**src/rtl/riscv_pkg.sv**
```systemverilog
//------------------------------------------------------------------------------
// riscv_pkg
// Shared opcode encoding, decoded-bundle type and immediate helper for the
// 16-bit instruction decode path.
// Revision: 1.0
//------------------------------------------------------------------------------
`default_nettype none

package riscv_pkg;

  // Seven defined opcodes; 3'b111 is deliberately left undefined (illegal).
  typedef enum logic [2:0] {
    R_OP  = 3'd0,
    I_OP  = 3'd1,
    L_OP  = 3'd2,
    S_OP  = 3'd3,
    B_OP  = 3'd4,
    J_OP  = 3'd5,
    JR_OP = 3'd6
  } opcode_t;

  localparam int XLEN_DEF   = 16;
  localparam int REG_AW_DEF = 3;
  // Widest immediate the sign-extension helper can produce.
  localparam int SEXT_MAX   = 64;

  // Decoded bundle at the default widths.
  typedef struct packed {
    opcode_t                 opcode;
    logic [REG_AW_DEF-1:0]   rd;
    logic [REG_AW_DEF-1:0]   rs1;
    logic [REG_AW_DEF-1:0]   rs2;
    logic [3:0]              func4;
    logic [2:0]              func2;
    logic [XLEN_DEF-1:0]     imm;
    logic                    rd_we;
    logic                    illegal;
  } decoded_t;

  // Sign-extend the low 'width' bits of val (width 1..16) to SEXT_MAX bits.
  function automatic logic [SEXT_MAX-1:0] sext_imm(input logic [15:0] val,
                                                   input int width);
    logic [SEXT_MAX-1:0] r;
    logic [3:0]          msb;
    msb = 4'(width - 1);
    r   = '0;
    for (int i = 0; i < SEXT_MAX; i++) begin
      if (i < width) r[i] = val[i[3:0]];
      else           r[i] = val[msb];
    end
    return r;
  endfunction

endpackage

`default_nettype wire

```
**src/rtl/decode_stage_fields.sv**
```systemverilog
//------------------------------------------------------------------------------
// decode_fields
// Combinational field extraction, immediate sign extension, source-usage
// flags and illegal-opcode detection for one 16-bit instruction word.
// Revision: 1.0
//------------------------------------------------------------------------------
`default_nettype none

module decode_fields
  import riscv_pkg::*;
#(
  parameter int XLEN   = 16,
  parameter int REG_AW = 3
) (
  input  logic [15:0]       instr,
  output logic [2:0]        opcode,
  output logic [REG_AW-1:0] rd,
  output logic [REG_AW-1:0] rs1,
  output logic [REG_AW-1:0] rs2,
  output logic [3:0]        func4,
  output logic [2:0]        func2,
  output logic [XLEN-1:0]   imm,
  output logic              rd_we,
  output logic              illegal,
  output logic              uses_rs1,
  output logic              uses_rs2
);

  // Raw 3-bit register fields, zero-extended to the register address width.
  logic [REG_AW-1:0] w_f53;
  logic [REG_AW-1:0] w_f86;
  logic [REG_AW-1:0] w_f119;
  logic [XLEN-1:0]   w_imm4;
  logic [XLEN-1:0]   w_imm10;
  logic [XLEN-1:0]   w_imm6;
  logic              w_writes;

  assign w_f53   = REG_AW'(instr[5:3]);
  assign w_f86   = REG_AW'(instr[8:6]);
  assign w_f119  = REG_AW'(instr[11:9]);
  assign w_imm4  = XLEN'(sext_imm(16'(instr[15:12]), 4));
  assign w_imm10 = XLEN'(sext_imm(16'(instr[15:6]), 10));
  assign w_imm6  = XLEN'(sext_imm(16'(instr[15:10]), 6));

  // Per-format field selection; anything a format does not use stays zero.
  always_comb begin
    opcode   = instr[2:0];
    rd       = '0;
    rs1      = '0;
    rs2      = '0;
    func4    = '0;
    func2    = '0;
    imm      = '0;
    w_writes = 1'b0;
    illegal  = 1'b0;
    uses_rs1 = 1'b0;
    uses_rs2 = 1'b0;
    case (opcode_t'(instr[2:0]))
      R_OP: begin
        rd = w_f53; rs1 = w_f86; rs2 = w_f119; func4 = instr[15:12];
        w_writes = 1'b1; uses_rs1 = 1'b1; uses_rs2 = 1'b1;
      end
      I_OP, L_OP: begin
        rd = w_f53; rs1 = w_f86; func2 = instr[11:9]; imm = w_imm4;
        w_writes = 1'b1; uses_rs1 = 1'b1;
      end
      S_OP, B_OP: begin
        rs1 = w_f86; rs2 = w_f53; func2 = instr[11:9]; imm = w_imm4;
        uses_rs1 = 1'b1; uses_rs2 = 1'b1;
      end
      J_OP: begin
        rd = w_f53; imm = w_imm10; w_writes = 1'b1;
      end
      JR_OP: begin
        rd = w_f53; rs1 = w_f86; imm = w_imm6;
        w_writes = 1'b1; uses_rs1 = 1'b1;
      end
      // Undefined opcode: flag it, keep the raw opcode visible, zero the rest.
      default: illegal = 1'b1;
    endcase
  end

  // Register 0 is hardwired zero, so writing it is never a real write.
  assign rd_we = w_writes && (rd != '0);

endmodule

`default_nettype wire

```
**src/rtl/decode_stage.sv**
```systemverilog
//------------------------------------------------------------------------------
// decode_stage
// Registered decode stage between fetch and execute: valid/ready handshake,
// load-use hazard stalling, flush, and a saturating stall-cycle counter.
// Revision: 1.0
//------------------------------------------------------------------------------
`default_nettype none

module decode_stage
  import riscv_pkg::*;
#(
  parameter int XLEN   = 16,
  parameter int REG_AW = 3,
  parameter int CNT_W  = 16
) (
  input  logic              clk,
  input  logic              rst,
  input  logic              flush_i,
  input  logic              in_valid_i,
  output logic              in_ready_o,
  input  logic [15:0]       instr_i,
  input  logic              ex_load_valid_i,
  input  logic [REG_AW-1:0] ex_load_rd_i,
  output logic              out_valid_o,
  input  logic              out_ready_i,
  output logic [2:0]        opcode_o,
  output logic [REG_AW-1:0] rd_o,
  output logic [REG_AW-1:0] rs1_addr_o,
  output logic [REG_AW-1:0] rs2_addr_o,
  output logic [3:0]        func4_o,
  output logic [2:0]        func2_o,
  output logic [XLEN-1:0]   imm_o,
  output logic              rd_we_o,
  output logic              illegal_o,
  output logic [CNT_W-1:0]  stall_cnt_o
);

  logic [2:0]        w_opcode;
  logic [REG_AW-1:0] w_rd;
  logic [REG_AW-1:0] w_rs1;
  logic [REG_AW-1:0] w_rs2;
  logic [3:0]        w_func4;
  logic [2:0]        w_func2;
  logic [XLEN-1:0]   w_imm;
  logic              w_rd_we;
  logic              w_illegal;
  logic              w_uses_rs1;
  logic              w_uses_rs2;
  logic              w_hazard;
  logic              w_transfer;

  logic              r_valid;
  logic [2:0]        r_opcode;
  logic [REG_AW-1:0] r_rd;
  logic [REG_AW-1:0] r_rs1;
  logic [REG_AW-1:0] r_rs2;
  logic [3:0]        r_func4;
  logic [2:0]        r_func2;
  logic [XLEN-1:0]   r_imm;
  logic              r_rd_we;
  logic              r_illegal;
  logic [CNT_W-1:0]  r_cnt;

  decode_fields #(
    .XLEN   (XLEN),
    .REG_AW (REG_AW)
  ) u_fields (
    .instr    (instr_i),
    .opcode   (w_opcode),
    .rd       (w_rd),
    .rs1      (w_rs1),
    .rs2      (w_rs2),
    .func4    (w_func4),
    .func2    (w_func2),
    .imm      (w_imm),
    .rd_we    (w_rd_we),
    .illegal  (w_illegal),
    .uses_rs1 (w_uses_rs1),
    .uses_rs2 (w_uses_rs2)
  );

  // Incoming instruction reads a register the load in execute has not produced.
  assign w_hazard = in_valid_i && ex_load_valid_i && (ex_load_rd_i != '0) &&
                    ((w_uses_rs1 && (w_rs1 == ex_load_rd_i)) ||
                     (w_uses_rs2 && (w_rs2 == ex_load_rd_i)));

  assign in_ready_o = !w_hazard && (!r_valid || out_ready_i);
  // Flush suppresses capture even though in_ready_o is still reported.
  assign w_transfer = in_valid_i && in_ready_o && !flush_i;

  // Output bundle register: flush drops, transfer loads, consumption bubbles.
  always_ff @(posedge clk or posedge rst) begin
    if (rst) begin
      r_valid   <= 1'b0;
      r_opcode  <= '0;
      r_rd      <= '0;
      r_rs1     <= '0;
      r_rs2     <= '0;
      r_func4   <= '0;
      r_func2   <= '0;
      r_imm     <= '0;
      r_rd_we   <= 1'b0;
      r_illegal <= 1'b0;
    end else if (flush_i) begin
      r_valid <= 1'b0;
    end else if (w_transfer) begin
      r_valid   <= 1'b1;
      r_opcode  <= w_opcode;
      r_rd      <= w_rd;
      r_rs1     <= w_rs1;
      r_rs2     <= w_rs2;
      r_func4   <= w_func4;
      r_func2   <= w_func2;
      r_imm     <= w_imm;
      r_rd_we   <= w_rd_we;
      r_illegal <= w_illegal;
    end else if (out_ready_i) begin
      r_valid <= 1'b0;
    end
  end

  // Saturating count of cycles lost to load-use hazards (flush cycles excluded).
  always_ff @(posedge clk or posedge rst) begin
    if (rst) begin
      r_cnt <= '0;
    end else if (w_hazard && !flush_i && (r_cnt != '1)) begin
      r_cnt <= r_cnt + CNT_W'(1);
    end
  end

  assign out_valid_o = r_valid;
  assign opcode_o    = r_opcode;
  assign rd_o        = r_rd;
  assign rs1_addr_o  = r_rs1;
  assign rs2_addr_o  = r_rs2;
  assign func4_o     = r_func4;
  assign func2_o     = r_func2;
  assign imm_o       = r_imm;
  assign rd_we_o     = r_rd_we;
  assign illegal_o   = r_illegal;
  assign stall_cnt_o = r_cnt;

endmodule

`default_nettype wire

```
**config.mk**
```make
export PLATFORM = sky130hd
export DESIGN_NAME = decode_stage
export DESIGN_NICKNAME = d
export VERILOG_FILES = /design/src/rtl/riscv_pkg.sv /design/src/rtl/decode_stage_fields.sv /design/src/rtl/decode_stage.sv
export SDC_FILE = /design/constraint.sdc
export NUM_CORES = 1
export LEC_CHECK = 0
export CORE_ASPECT_RATIO = 2
export CORE_UTILIZATION = 47
export DETAILED_ROUTE_END_ITERATION = 12
export PLACE_DENSITY_LB_ADDON = 0.15
export SLEW_MARGIN = 20
export SYNTH_ARGS = -nofsm -noshare
export SYNTH_HDL_FRONTEND = slang
export SYNTH_SLANG_ARGS = --single-unit
```
**constraint.sdc**
```tcl
create_clock -name clk -period 2.1 [get_ports clk]
set_clock_uncertainty 0.1 [all_clocks]
set_input_delay 0.21 -clock clk [delete_from_list [all_inputs] [get_ports clk]]
set_output_delay 0.21 -clock clk [all_outputs]
set_load 0.03 [all_outputs]
```
Word-level counts from Yosys, hierarchy flattened
Index checks and enable logic that the tools add are counted.

storage, ports and cells
  word-level logic and storage cells = 62
  bits in registers = 54
  output and inout bits = 55
  input bits = 25

cells by class
  equality and inequality tests = 9
  mux-type cells = 13
  reductions and logical operators = 27
  bitwise operators = 1
  add/sub/neg operators = 1

operator list
  kind                                                  number
  case mux 16 bit (3 select lines)                      1
  adder 16 x 1 -> 16 bit (second input constant)        1
  != test 16 bit (second input constant)                1
  logical AND 1 bit                                     11
  equality test 3 bit (second input constant)           3
  two-way mux 3 bit                                     3
  nonzero test 3 bit                                    3
  two-way mux 1 bit                                     7
  OR reduction 7 bit                                    1
  equality test 3 x 2 -> 1 bit (second input constant)  2
  equality test 3 bit                                   2
  case mux 3 bit (2 select lines)                       1
  OR reduction 6 bit                                    1
  OR reduction 5 bit                                    1
  two-way mux 4 bit                                     1
  OR reduction 4 bit                                    1
  equality test 3 x 1 -> 1 bit (second input constant)  1
  zero test 1 bit                                       3
  zero test 3 bit                                       1
  OR reduction 3 bit                                    1
  logical OR 1 bit                                      2
  AND reduction 2 bit                                   1
  OR reduction 2 bit                                    1
  inverter 1 bit                                        1

Logic depth before layout (Yosys ltp)
Gate-level depths: netlist of the first run.

  word-level depth = 13
  depth in mapped cells = 8
  mapped depth without buffers = 7

Hierarchy
A second synthesis of the first run with hierarchy kept.

unflattened totals
  cell total of the unflattened synthesis = 240
  area, all modules = 2,930.3 um^2

modules (own cells, without submodules)
  module         area each (um^2)  sequential area each (um^2)  cells each  times used
  decode_stage   2,437.3           1,351.3                      166         1
  decode_fields  493.0             0.0                          74          1

Least setup slack after synthesis of the first run
No wires, ideal clock.

  kind = input port to flip-flop
  start = input instr_i[0]
  end = register r_illegal (netlist: illegal_o)
  stages = 8
  required time = 1.872 ns
  arrival time = 2.154 ns
  buffers on the path = 2
  setup slack = -0.282 ns
  setup time = 0.128 ns
  cells stage by stage = buf_2 > and4b_1 > or4_1 > a222oi_1 > nor2_1 > o211ai_2 > buf_4 > mux2_1

between the ends
  word-level cells in the longest chain between the ends = 12
  elaborated cells on any way between the ends = 27
  those cells by class = eq/ne: 8; mux: 5; reduce/logical: 14

RTL lines
  item                                                                  RTL line                                RTL
  start: declaration                                                    decode_stage.sv:21                      input logic [15:0] instr_i,
  equality test 3 x 2 -> 1 bit, or another cell as far along            decode_stage_fields.sv:58               case (opcode_t'(instr[2:0]))
  OR reduction 6 bit (no line) or OR reduction 2 bit (tied branches)    -
  two-way mux 3 bit or case mux 3 bit (2 select lines) (tied branches)  decode_stage_fields.sv:58
  equality test 3 bit (on tied branches)                                decode_stage.sv:84, decode_stage.sv:85
  logical AND 1 bit (on tied branches)                                  decode_stage.sv:84, decode_stage.sv:85
  logical OR 1 bit                                                      decode_stage.sv:84                      ((w_uses_rs1 && (w_rs1 == ex_load_rd_i)) ||
  logical AND 1 bit                                                     decode_stage.sv:83                      assign w_hazard = in_valid_i && ex_load_valid_i && (ex_load_rd_i != '0) &&
  zero test 1 bit                                                       decode_stage.sv:87                      assign in_ready_o = !w_hazard && (!r_valid || out_ready_i);
  logical AND 1 bit                                                     decode_stage.sv:87
  logical AND 1 bit (2 in series)                                       decode_stage.sv:89                      assign w_transfer = in_valid_i && in_ready_o && !flush_i;
  AND reduction 2 bit (no line)                                         -
  end signal: assignment                                                decode_stage.sv:116                     r_illegal <= w_illegal;
  end: declaration                                                      decode_stage.sv:61                      logic r_illegal;

Several ways; a longest one is shown, not always the timed one.
A chain may end at the register's enable or synchronous reset.

Worst setup path after layout of the first run
  start = input instr_i[4]
  end = register r_imm[0] (netlist: imm_o[0])

between the ends
  word-level cells in the longest chain between the ends = 10

RTL lines
  item                             RTL line                   RTL
  case mux 3 bit (2 select lines)  decode_stage_fields.sv:58
  equality test 3 bit              decode_stage.sv:85         (w_uses_rs2 && (w_rs2 == ex_load_rd_i)));
  logical AND 1 bit                decode_stage.sv:85
  logical OR 1 bit                 decode_stage.sv:84
  logical AND 1 bit                decode_stage.sv:83
  zero test 1 bit                  decode_stage.sv:87
  logical AND 1 bit                decode_stage.sv:87
  logical AND 1 bit (2 in series)  decode_stage.sv:89
  AND reduction 2 bit (no line)    -
  end signal: assignment           decode_stage.sv:114        r_imm <= w_imm;
  end: declaration                 decode_stage.sv:59         logic [XLEN-1:0] r_imm;

No other way between the ends.

==> impl_metrics.toml, run 1 <==
[critical_path]
endpoint_kind = "register"
cp_slowest_cell = "or4_1"
ff2ff_setup_slack_ns = 0.13
r2r.worst_path.cells = 8
slowest_delay_ns = 0.48
critical_path_class = "primary input to register"
arrival_ns = 2.50
r2r-end = "stall_cnt_o[10]"
path_cells = "buf_2 -> nor4bb_4 -> or4_1 -> a222oi_1 -> nor2_1 -> buf_4 -> o211ai_4 -> buf_6 -> buf_12 -> buf_12 -> mux2_4"
crit_top_cell = "buf_12"
r2r_start = "stall_cnt_o[0]"
cp-start-kind = "primary input"
crit_fanout = 5
worstPathRequired_ns = 2.20

[clocking]
clockBufferDepth = 2
numCtsBuffers = 5
path_clk_slew_ns = 0.09
cts_tree = "done"
root_buffer = "clkbuf_8"
cts_max_level = 2
insertion_delay_ns = 0.31
clock_sinks = 48

[global_routing]
antenna_found_initial = 0
top_usage_layer = "met2"
grt_max_degree = 26
grt_usage_pct = 27.4
grt_pass1_wl_um = 11100
met2_usage_pct = 49.6
grt_use_met1_pct = 25.9
grt_use_met3_pct = 6.01
grt-ovfl-total = 0
grt_pass1_vias = 2421

[timing]
hold_viol_final = 0
setup_viol = 32
maxSlewHeadroom_pct = 62.8
slew_viol_final = 0
tightest_slew_ns = 0.556
timing.final.crit_share_pct = 114
holdWs_ns = 0.0534
rsz0062_at_grt = "yes"
setup_ws_ns = -0.300
final.min_clock_period_ns = 2.40
fmax_mhz = 417

[power_and_ir_drop]
p_leak_nw = 2.05
p_per_area_mw_per_mm2 = 712
vdd_drop_max_v = 0.000631

[worst_hold_path]
hold_path.class = "primary input to register"
hold-path-cell-count = 3
min_from = "instr_i[5]"
hold_end = "rd_o[2]"

[floorplan]
dieWidth_um = 54.0
rows = 37
pin_count = 80
die_area_mm2 = 0.00573
die_y_um = 106
core_area_mm2 = 0.00518
initial_core_util_pct = 49.1

[placed_design]
gp_congestion = 0.833
dpl.cell_count = 414
io_buffers = 79
dpl_cell_area_mm2 = 0.00365
place_hpwl_um = 4880

[route]
drc_errors = 0
drtIter0Drc = 37
wl_per_cell_um = 16.6
vias = 2346
routed_wl_um = 7280
ant_nets = 0
avgViaCountPerCell = 5.36
first_pass_iters = 4

[yosys]
synth_xor_area_share_pct = 7.23
syn_avg_cell_area_um2 = 10.1
yosysWarnings = 0
ys_top_cells_by_area = "dfrtp_1 (47%), mux2_1 (7.5%), mux2i_1 (5.1%)"
synth_top_area_share_pct = 47.2
synth_nets = 278
synth_compound_area_share_pct = 7.53
yosys.area_share.simple_pct = 17.3
syn_inst = 252
netlist_area_mm2 = 0.00254
async_flop_share_pct = 100
synth-seq-cells = 48
synth_ff_type = "dfrtp_1"
ys_types = 39
synth-adder-area-share_pct = 0.492
yosysTopAreaCell = "dfrtp_1"
yosys-mux-area-fraction_pct = 13.5
synth_edf_count = 0
synth_top_family_by_area = "simple AND/OR/NAND/NOR gates"
seq_area_frac_synth_pct = 47.2

[job]
cap_violations = 0

[final_layout]
antenna_cells = 0
nFillCells = 332
nNetsFinal = 405
syn_to_final_growth_pct = 63.8
regArea_mm2 = 0.00120
drive_gt1_share_pct = 29.5
mostFrequentLayoutCell = "clkdlybuf4s50_1"
multi_input_area_mm2 = 0.00138
final_cell_mix = "clkdlybuf4s50_1 (66), dfrtp_1 (46), buf_4 (46)"
final_cells = 438
stdcell_area_mm2 = 0.00417

[run_status]
status = "finished, violations left"
violations = "negative setup slack"
==> where the power goes <==
part	internal [mW]	switching (mW)	total [mW]	leakage, nW
clock network	0.352	0.317	0.669	0.0541
logic	0.569	0.595	1.16	1.38
registers	1.05	0.0801	1.13	0.612
total	1.97	0.992	2.97	2.05
==> registers in the layout, indices dropped and copies added (netlist names) <==
register / cells
rs1_addr_o: 3
illegal_o: 1
out_valid_o: 1
func2_o: 3
imm_o: 10
rd_o: 3
rs2_addr_o: 3
func4_o: 4
rd_we_o: 1
stall_cnt_o: 16
opcode_o: 3
==> cell type report <==
| cell class | instances | share of cell area (%) |
|---|---|---|
| repair buffers | 136 | 31.9 |
| flip-flops and latches | 48 | 28.9 |
| multi-input cells | 169 | 33.1 |
| inverters | 19 | 1.71 |
| clock inverters | 3 | 1.02 |
| clock buffers | 5 | 1.65 |
| well taps | 58 | 1.74 |
==> critical path, delay by kind of cell <==
| family | cells | cell delay (ns) |
|---|---|---|
| AOI/OAI and AO/OA | 2 | 0.56 |
| and+or+nand+nor | 3 | 0.78 |
| buffers and inverters | 5 | 0.64 |
| muxes | 1 | 0.29 |
==> metal layers <==
layer,up-vias,share of wire (%)
met5,-,0
met2,85,57
met4,0,4.8
li1,1115,-
met1,1116,34
met3,30,4.4
==> metrics by stage <==
step	setup TNS [ns]	setup slack [ns]	utilization, %	total power [mW]
2_1_floorplan	-5.65	-0.242	-	1.74
3_3_place_gp	-38.02	-0.962	70.5	2.19
3_5_place_dp	-40.42	-0.986	70.5	2.20
4_1_cts	-9.50	-0.350	79.6	2.97
5_1_grt	-9.74	-0.355	80.4	3.11
6_report	-7.78	-0.300	80.4	2.97
==> synth_stat cells, types with 5 or more instances <==
| library cell | number |
|---|---|
| a21oi_1 | 8 |
| buf_4 | 9 |
| dfrtp_1 | 48 |
| inv_1 | 19 |
| mux2_1 | 17 |
| mux2i_1 | 13 |
| nand2_1 | 26 |
| nand3_1 | 6 |
| nor2_1 | 12 |
| nor2b_1 | 5 |
| nor3_1 | 12 |
| o21ai_0 | 11 |
| xnor2_1 | 8 |
| xor2_1 | 13 |
==> kinds of logic (layout without fill, tap and decap cells) <==
group / count (synthesis) / count (layout)
AOI/OAI and AO/OA: 31 / 31
xor gates and xnor gates: 21 / 21
adders and majority gates: 1 / 1
buffers and inverters: 35 / 163
DFF: 48 / 48
muxes: 32 / 32
and+or+nand+nor: 84 / 84
==> how the worst max path moves through the flow <==
stage,to,start,slack [ns]
after floorplan,illegal_o,instr_i[0],-0.24
after global placement,in_ready_o,instr_i[0],-0.96
final,imm_o[0],instr_i[4],-0.30
after global routing,rd_o[2],instr_i[1],-0.36
after detailed placement,in_ready_o,instr_i[0],-0.99
after CTS,rd_we_o,instr_i[1],-0.35
==> repair_timing <==
| action | in CTS | in global routing |
|---|---|---|
| hold buffers | 0 | 0 |
| resized for setup | 83 | 18 |
| gates cloned | 2 | 1 |
| buffers inserted | 14 | 3 |
| endpoints found under the setup margin | 49 | 48 |
| pin swaps | 13 | 12 |
Power figures use the tool's default switching activity.
==> inputs of run 2 (changes only) <==
--- a/config.mk
+++ b/config.mk
@@ -5,8 +5,11 @@
 export SDC_FILE = /design/constraint.sdc
 export NUM_CORES = 1
 export LEC_CHECK = 0
+export CELL_PAD_IN_SITES_DETAIL_PLACEMENT = 2
+export CELL_PAD_IN_SITES_GLOBAL_PLACEMENT = 2
 export CORE_ASPECT_RATIO = 2
-export CORE_UTILIZATION = 47
+export CORE_MARGIN = 3
+export CORE_UTILIZATION = 28
 export DETAILED_ROUTE_END_ITERATION = 12
 export PLACE_DENSITY_LB_ADDON = 0.15
 export SLEW_MARGIN = 20
==> run 2 against run 1 <==
  * The run still ends with negative setup slack left
  * Sequential cell count did not move
  * Power rose by 13%
  * Non-clock buffer count rose by 12
  * Final area rose by 10%
  * Critical endpoint is now rd_o[1]
==> impl_metrics.toml, run 2 (synthesis results as in run 1) <==
[final_layout]
largest_reg_flops = 16
final_cell_mix = "clkdlybuf4s50_1 (66), buf_4 (47), dfrtp_1 (46)"
drive_gt1_share_pct = 35.5
antenna_cells = 0
final_cells = 492
mostFrequentLayoutCell = "clkdlybuf4s50_1"
final_core_util_pct = 52.4
syn_to_final_growth_pct = 80.7
nNetsFinal = 417

[clocking]
clock_sinks = 48
insertion_delay_ns = 0.29
clockBufferDepth = 2
path_clk_slew_ns = 0.07
cts_max_level = 2
hold_buffers = 0
numCtsBuffers = 5
cts_tree = "done"
root_buffer = "clkbuf_16"

[route]
drtIter0Drc = 68
first_pass_iters = 4
ant_nets = 0
routed_wl_um = 10600
drc_errors = 0
wl_per_cell_um = 21.6
avgViaCountPerCell = 5.03
vias = 2477

[timing]
slew_viol_final = 0
setup_viol = 35
hold_viol_final = 0
maxSlewHeadroom_pct = 64.0
timing.final.crit_share_pct = 110
tightest_slew_ns = 0.533
rsz0062_at_grt = "yes"
final.min_clock_period_ns = 2.32
fmax_mhz = 432
setup_ws_ns = -0.217
setup_tns_ns = -4.04

[global_routing]
antenna_found_initial = 0
grt_use_met3_pct = 3.07
grt_max_degree = 25
grt-ovfl-total = 0
grt_pass1_wl_um = 16200
grt_use_met1_pct = 20.4
grt_usage_pct = 20.8
grt_pass1_vias = 2982
met2_usage_pct = 41.1
top_usage_layer = "met2"

[power_and_ir_drop]
vdd_drop_max_v = 0.000368
p_per_area_mw_per_mm2 = 727
p_leak_nw = 2.28

[floorplan]
initial_core_util_pct = 29.0
pin_count = 80
rows = 48
die_area_mm2 = 0.0103
die_y_um = 141
dieWidth_um = 73.4
core_area_mm2 = 0.00877

[run_status]
status = "finished, violations left"
violations = "negative setup slack"

[critical_path]
cp_slowest_cell = "or4_1"
cp-startpoint = "instr_i[5]"
cp-start-kind = "primary input"
path_cells = "buf_4 -> and4b_1 -> or4_1 -> a222oi_1 -> buf_4 -> nor2_4 -> o211ai_4 -> buf_6 -> buf_16 -> buf_8 -> mux2i_1"
arrival_ns = 2.41
slowest_delay_ns = 0.49
worstPathRequired_ns = 2.19
crit_top_cell = "buf_4"
endpoint_kind = "register"
critical_path_class = "primary input to register"
r2r_start = "stall_cnt_o[0]"
crit_fanout = 6

[worst_hold_path]
min_from = "instr_i[5]"
hold_path.class = "primary input to register"

[placed_design]
gp_congestion = 0.838
dpl.cell_count = 464
place_hpwl_um = 7150
io_buffers = 79

[job]
cap_violations = 0
-- run 2: final cells by class --
type	instances	area (µm²)
Fill cell	886	4170
Multi-Input combinational cell	169	1530
Timing Repair Buffer	148	1500
Sequential cell	48	1200
Clock buffer	6	129
Tap cell	100	125
Inverter	19	71.3
Clock inverter	2	35.0
-- run 2: layer usage --
metal  part of all wire (%)  vias to the layer above  routed length (µm)
met5                      0                        -                   0
met4                    2.0                        0                 208
met3                    2.9                       13                 309
met2                     62                       70                6610
met1                     33                     1259                3500
li1                       -                     1135                   -
-- run 2: final timing paths --
kind,slack [ns],end,depth (start not counted)
worst min register to register,0.41,stall_cnt_o[14],1
max in group asynchronous,1.41,stall_cnt_o[0],3
min in group asynchronous,0.21,rs2_addr_o[1],3
worst max register to register,0.03,stall_cnt_o[11],8
worst min-delay path,0.09,rd_o[2],3
worst max-delay path,-0.22,rd_o[1],11
-- run 2: report_power, final --
group          switching (mW)  total, mW  internal, mW
logic                   0.656       1.27         0.615
registers              0.0833       1.14          1.05
clock network           0.371      0.933         0.562
total                    1.11       3.34          2.23
-- run 2: worst max-delay path: cells and delay by family --
kind	cells	cell delay (ns)
AOI/OAI and AO/OA	2	0.44
buffers and inverters	5	0.73
muxes	1	0.26
and+or+nand+nor	3	0.76
-- run 2: timing repair --
item	in CTS	in global routing
pin swaps	18	14
setup buffers	12	6
cloned	3	0
resized for setup	107	34
setup endpoints to repair	49	49
-- run 2: through the flow --
| step | worst slack [ns] | power, mW | cell area [µm²] | hold slack [ns] |
|---|---|---|---|---|
| finish | -0.217 | 3.34 | 4600 | 0.0922 |
| floorplan | -0.242 | 1.74 | 2580 | 0.183 |
| detailed placement | -1.01 | 2.26 | 3760 | 0.394 |
| global placement | -0.866 | 2.23 | 3760 | 0.374 |
| CTS | -0.328 | 3.32 | 4410 | 0.112 |
| global route | -0.307 | 3.49 | 4600 | 0.124 |
==> inputs of run 3 (changes only) <==
--- a/config.mk
+++ b/config.mk
@@ -5,6 +5,7 @@
 export SDC_FILE = /design/constraint.sdc
 export NUM_CORES = 1
 export LEC_CHECK = 0
+export ABC_CLOCK_PERIOD_IN_PS = 2100
 export CELL_PAD_IN_SITES_DETAIL_PLACEMENT = 2
 export CELL_PAD_IN_SITES_GLOBAL_PLACEMENT = 2
 export CORE_ASPECT_RATIO = 2
==> results of run 3 <==
Same layout as run 2: the final DEF is identical, and so are final timing and power.
